$ cat config.mk
export PLATFORM = sky130hd
export DESIGN_NAME = receiver_flat
export DESIGN_NICKNAME = d
export VERILOG_FILES = /design/src/rtl/receiver_if.sv /design/src/rtl/receiver.sv /design/src/flat_wrapper.sv
export SDC_FILE = /design/constraint.sdc
export NUM_CORES = 1
export LEC_CHECK = 0
export CORE_UTILIZATION = 30
export DETAILED_ROUTE_END_ITERATION = 12
export MAX_ROUTING_LAYER = met4
export SLEW_MARGIN = 40
export SYNTH_ARGS = -nofsm -noshare
export SYNTH_HDL_FRONTEND = slang
export SYNTH_SLANG_ARGS = --single-unit
$ cat constraint.sdc
create_clock -name tx_clk -period 1.5 [get_ports tx_clk]
set_input_delay 0.3 -clock tx_clk [delete_from_list [all_inputs] [get_ports tx_clk]]
set_output_delay 0.3 -clock tx_clk [all_outputs]
set_load 0.02 [all_outputs]
$ cat src/rtl/receiver_if.sv
// Receiver bus interface: serial line, consumer handshake and status flags.
// The master modport is the side that drives the line and consumes bytes;
// the slave modport is the receiver itself.
interface receiver_if;
    logic       rx_enable;
    logic       rx_data_in;
    logic       rx_ready;
    logic [7:0] rx_data_out;
    logic       rx_valid;
    logic       parity_err;
    logic       frame_err;
    logic       overrun;
    logic       busy;
    logic       done;

    modport master (
        output rx_enable, rx_data_in, rx_ready,
        input  rx_data_out, rx_valid, parity_err, frame_err, overrun, busy, done
    );

    modport slave (
        input  rx_enable, rx_data_in, rx_ready,
        output rx_data_out, rx_valid, parity_err, frame_err, overrun, busy, done
    );
endinterface

$ cat src/rtl/receiver.sv
// Same-clock serial receiver: start, 8 data bits LSB first, even parity, stop.
// One bit per tx_clk edge, no oversampling. The received byte is held with a
// valid/ready handshake; a frame finishing while the holding register is still
// occupied is dropped and flagged as overrun.
// Optional feature macro: RX_PARITY_CHECK_EN (parity checking; when undefined
// the parity bit is still consumed but parity_err stays 0).
module receiver (
    input  logic      tx_clk,
    input  logic      rst_n,
    receiver_if.slave bus
);
    localparam int unsigned DATA_W = 8;
    localparam int unsigned CNT_W  = 3;

    typedef enum logic [1:0] {IDLE, DATA, PARITY, STOP} state_t;

    state_t              state;
    logic [CNT_W-1:0]    count;
    logic [DATA_W-1:0]   shift_reg;
    logic                xfer_c;
    logic                parity_err_c;
`ifdef RX_PARITY_CHECK_EN
    logic                parity_bit;
`endif

    // A transfer happens whenever the consumer takes the held byte.
    assign xfer_c = bus.rx_valid && bus.rx_ready;

    // Parity mismatch for the frame currently sitting in the shift register.
`ifdef RX_PARITY_CHECK_EN
    assign parity_err_c = parity_bit ^ (^shift_reg);
`else
    assign parity_err_c = 1'b0;
`endif

    // Frame FSM with registered outputs and holding-register handshake.
    always_ff @(posedge tx_clk) begin
        if (!rst_n) begin
            state           <= IDLE;
            count           <= CNT_W'(0);
            shift_reg       <= DATA_W'(0);
`ifdef RX_PARITY_CHECK_EN
            parity_bit      <= 1'b0;
`endif
            bus.rx_data_out <= DATA_W'(0);
            bus.rx_valid    <= 1'b0;
            bus.parity_err  <= 1'b0;
            bus.frame_err   <= 1'b0;
            bus.overrun     <= 1'b0;
            bus.busy        <= 1'b0;
            bus.done        <= 1'b0;
        end else begin
            bus.done <= 1'b0;

            // Consumer took the byte; a frame load at this edge overrides below.
            if (xfer_c) begin
                bus.rx_valid <= 1'b0;
                bus.overrun  <= 1'b0;
            end

            case (state)
                IDLE: begin
                    if (bus.rx_enable && !bus.rx_data_in) begin
                        state    <= DATA;
                        count    <= CNT_W'(0);
                        bus.busy <= 1'b1;
                    end
                end
                DATA: begin
                    shift_reg[count] <= bus.rx_data_in;
                    count            <= count + CNT_W'(1);
                    if (count == CNT_W'(DATA_W - 1)) begin
                        state <= PARITY;
                    end
                end
                PARITY: begin
`ifdef RX_PARITY_CHECK_EN
                    parity_bit <= bus.rx_data_in;
`endif
                    state <= STOP;
                end
                STOP: begin
                    state    <= IDLE;
                    bus.busy <= 1'b0;
                    bus.done <= 1'b1;
                    // Load only when the holding register is free or being emptied now.
                    if (!bus.rx_valid || xfer_c) begin
                        bus.rx_data_out <= shift_reg;
                        bus.parity_err  <= parity_err_c;
                        bus.frame_err   <= !bus.rx_data_in;
                        bus.rx_valid    <= 1'b1;
                    end else begin
                        bus.overrun <= 1'b1;
                    end
                end
                default: begin
                    state    <= IDLE;
                    bus.busy <= 1'b0;
                end
            endcase
        end
    end
endmodule

$ cat src/flat_wrapper.sv
// flat-port wrapper written by rule: the top's interface ports become plain ports
module receiver_flat 
  (tx_clk, rst_n, bus_rx_enable, bus_rx_data_in, bus_rx_ready, bus_rx_data_out, bus_rx_valid, bus_parity_err, bus_frame_err, bus_overrun, bus_busy, bus_done);
  receiver_if bus_i ();
  input  logic tx_clk;
  input  logic rst_n;
  input wire logic [$bits(bus_i.rx_enable)-1:0] bus_rx_enable;
  input wire logic [$bits(bus_i.rx_data_in)-1:0] bus_rx_data_in;
  input wire logic [$bits(bus_i.rx_ready)-1:0] bus_rx_ready;
  output wire logic [$bits(bus_i.rx_data_out)-1:0] bus_rx_data_out;
  output wire logic [$bits(bus_i.rx_valid)-1:0] bus_rx_valid;
  output wire logic [$bits(bus_i.parity_err)-1:0] bus_parity_err;
  output wire logic [$bits(bus_i.frame_err)-1:0] bus_frame_err;
  output wire logic [$bits(bus_i.overrun)-1:0] bus_overrun;
  output wire logic [$bits(bus_i.busy)-1:0] bus_busy;
  output wire logic [$bits(bus_i.done)-1:0] bus_done;
  assign bus_i.rx_enable = bus_rx_enable;
  assign bus_i.rx_data_in = bus_rx_data_in;
  assign bus_i.rx_ready = bus_rx_ready;
  assign bus_rx_data_out = bus_i.rx_data_out;
  assign bus_rx_valid = bus_i.rx_valid;
  assign bus_parity_err = bus_i.parity_err;
  assign bus_frame_err = bus_i.frame_err;
  assign bus_overrun = bus_i.overrun;
  assign bus_busy = bus_i.busy;
  assign bus_done = bus_i.done;
  receiver u_core (.tx_clk(tx_clk), .rst_n(rst_n), .bus(bus_i));
endmodule
==> metrics.md <==
| Metric | Value |
|---|---|
| Die Area | 4320 um2 |
| CP arrival | 1.58 ns |
| Final critical-path share of the clock period | 0.918 |
| Post-DP HPWL | 1780 um |
| Min Clock Period, post-route | 1.38 ns |
| Setup violators final | 0 |
| Ranking of synthesized cells by area | dfxtp_1 43%, mux2i_1 8.2%, ha_1 7.2% |
| Fillers | 369 |
| Synth Register Bits | 26 |
| VDD IR-drop max | 0.000591 V |
| First-pass detailed-route iteration total | 4 |
| Top Ports | 19 |
| Residual DRC count | 0 |
| Drt wl/cell | 11.9 um |
| First-pass GRT wire length | 3970 um |
| Worst-path fanout max | 6 |
| Fin util | 0.401 |
| Pins Over Slew Limit | 0 |
| Average cell area after synthesis | 9.15 um2 |
| Clk pin slew, worst setup/hold paths | 0.09 ns |
| Worst Skew | 0.00189 ns |
| Syn_nets | 145 |
| Compound-Gate Fraction of Synth Area | 0.133 |
| Clock Path Buffers | 2 |
| Max_cap viols | 0 |
| RD Place Congestion | 0.705 |
| Net Sw Frac | 0.278 |
| Status | finished clean |
| Area of the multi-input gates | 612 um2 |
| Mapped Area | 1220 um2 |
| Worst hold slack | 0.475 ns |
| Quantity of hold-fixing buffers added after cts | 0 |
| Die W | 65.7 um |
| Post-synthesis sequential area ratio | 0.428 |
| Overall via count from detail_route | 964 |
| CTS Sinks | 26 |
| ANT cells | 0 |
| Share of post-route cells with drive strength above 1 | 0.132 |
| CP Capture Type | flip-flop |
| Comb power frac | 0.248 |
| Initial Utilization | 0.323 |
| Final Total Pwr | 1.79 mW |
| Root buffer cell | clkbuf_8 |
| Setup Buffers After CTS | 0 |
| Vias per cell | 4.84 |
| Register area | 520 um2 |
| Clock power share | 0.321 |
| Flop pwr share | 0.431 |
| Mux cell area share after synthesis | 0.0822 |
| Placed cell count | 195 |
| Vias in the first global route | 905 |
| Min-delay worst type | reg2reg |
| CTS buffer count | 3 |
| Standard-cell rows | 22 |
| Leakage | 0.657 nW |
| P_int | 1.29 mW |
| Library cells used by synthesis | 27 |
| Initial antenna violation count | 0 |
| Chip height | 65.7 um |
| Post-synth top area share | 0.428 |
| Tot GR Track Use | 0.124 |
| Largest net degree at the start of global routing | 16 |
| Syn. warnings | 0 |
| Net Switching | 0.498 mW |
| Adder-Cell Fraction of Synth Area | 0.0719 |
| Hold Fails Final Rpt | 0 |
| CTS tree | yes |
| RSZ-0062 raised after global routing | no |
| GR Overflow Total | 0 |
| Xor and xnor fraction of the mapped netlist area | 0 |
| P per Cell Area | 1190 nW/um2 |
| Cells after Synth | 133 |
| Critical path class | reg2reg |
| Area growth syn-to-layout | 24.2% |
| Largest family of logic cells by synthesized area | simple AND/OR/NAND/NOR gates |
| Critical path launch point type | flip-flop |
| Wirelength, routed | 2360 um |
| Violation count after the first detailed-routing iteration | 23 |
| Routed Antenna Nets | 0 |
| Achievable Freq | 727 MHz |
| Synth area leader | dfxtp_1 |
| CORE AREA | 3770 um2 |
| Post-Synth Simple-Gate Area | 0.208 |
| Worst skew pair latency | 0.27 ns |
| Finished Layout Cells | 199 |
| CP Data Required Time | 1.71 ns |
| Area post-placement | 1450 um2 |
| PortBufs | 17 |
| Fin area | 1510 um2 |
| Layout Nets | 164 |
| H-tree level count | 1 |
## cell type report
| class | count | area share |
|---|---|---|
| multi-input cells | 90 | 0.405 |
| flip-flops and latches | 26 | 0.344 |
| repair buffers | 27 | 0.154 |
| well taps | 48 | 0.0397 |
| clock buffers | 3 | 0.0273 |
| clock inverters | 1 | 0.0199 |
| inverters | 4 | 0.00993 |
## cells by family after synthesis
family,after synthesis
flops,26
fa+ha+maj,7
other cells,1
buf+inv,17
compound gates,30
mux,10
simple gates,42
## what timing repair did
| action | CTS | global route |
|---|---|---|
| endpoints found under the hold margin | 0 | 0 |
| resized for setup | 12 | 3 |
| endpoints found under the setup margin | 12 | 6 |
| pin swaps | 0 | 0 |
## worst max-delay path, stage by stage, from the launching register on
cell and delay (ns):
dfxtp_1 0.35, inv_1 0.11, ha_1 0.30, nor4bb_1 0.33, a21oi_1 0.07, a21oi_1 0.14
## metrics by stage
stage | setup TNS [ns] | setup slack, ns
2_1_floorplan | 0 | 0.211
3_3_place_gp | 0 | 0.0220
3_5_place_dp | -0.0307 | -0.0198
4_1_cts | 0 | 0.00594
5_1_grt | 0 | 0.0110
6_report | 0 | 0.124
## metal layers
metal | track usage | vias up | wire length, um
li1 | - | 496 | -
met5 | - | - | 0
met1 | 0.148 | 446 | 1100
met2 | 0.200 | 20 | 1150
met4 | 0.0571 | 0 | 33
met3 | 0.0260 | 2 | 85
## power by group through the flow
stage          clock, mW  sequential, mW  combinational [mW]
6_report           0.575           0.772               0.444
2_1_floorplan          0           0.800               0.315
3_3_place_gp           0           0.787               0.412
3_5_place_dp           0           0.790               0.439
4_1_cts            0.597           0.773               0.434
5_1_grt            0.619           0.779               0.490
## cell usage after synthesis
master    instances
a21bo_2           1
nand4_1           1
or3_1             1
buf_6             2
nand2_1           8
and4bb_2          1
inv_1             4
nor4b_2           1
buf_2             7
conb_1            1
o21ai_0          10
nor2_1           10
a21oi_1          15
nand4b_1          3
o22ai_1           3
nand2b_1          3
mux2i_1          10
a211oi_1          1
nor4bb_1          1
buf_4             1
dfxtp_1          26
nand3_1           9
ha_1              7
nor2b_4           1
and4bb_1          2
clkbuf_1          3
nor2b_1           1
## placed cells by master (no fill, tap or decap), types with 2 or more instances in the layout
cell type,synthesis,layout
nand2_1,8,8
a21oi_1,15,14
clkdlybuf4s50_1,0,4
o22ai_1,3,3
ha_1,7,6
inv_1,4,4
dfxtp_1,26,26
mux2i_1,10,10
nor2_1,10,10
nand4b_1,3,3
o21ai_0,10,10
dlygate4sd2_1,0,12
and4bb_1,2,2
nand2b_1,3,3
clkbuf_8,0,3
buf_4,1,10
nand3_1,9,9
## path summary, 6_finish.rpt
kind         slack [ns]                        startpoint                                      to  depth (start not counted)
max                0.12      u_core.state[0]$_SDFFE_PN0P_            u_core.bus.busy$_SDFFE_PN0P_                          5
min                0.48  u_core.shift_reg[4]$_SDFFE_PN0P_  u_core.bus.rx_data_out[4]$_SDFFE_PN0P_                          2
max reg2reg        0.12      u_core.state[0]$_SDFFE_PN0P_            u_core.bus.busy$_SDFFE_PN0P_                          5
min reg2reg        0.48  u_core.shift_reg[4]$_SDFFE_PN0P_  u_core.bus.rx_data_out[4]$_SDFFE_PN0P_                          2
Note: power is estimated with default switching activity, not from simulation.
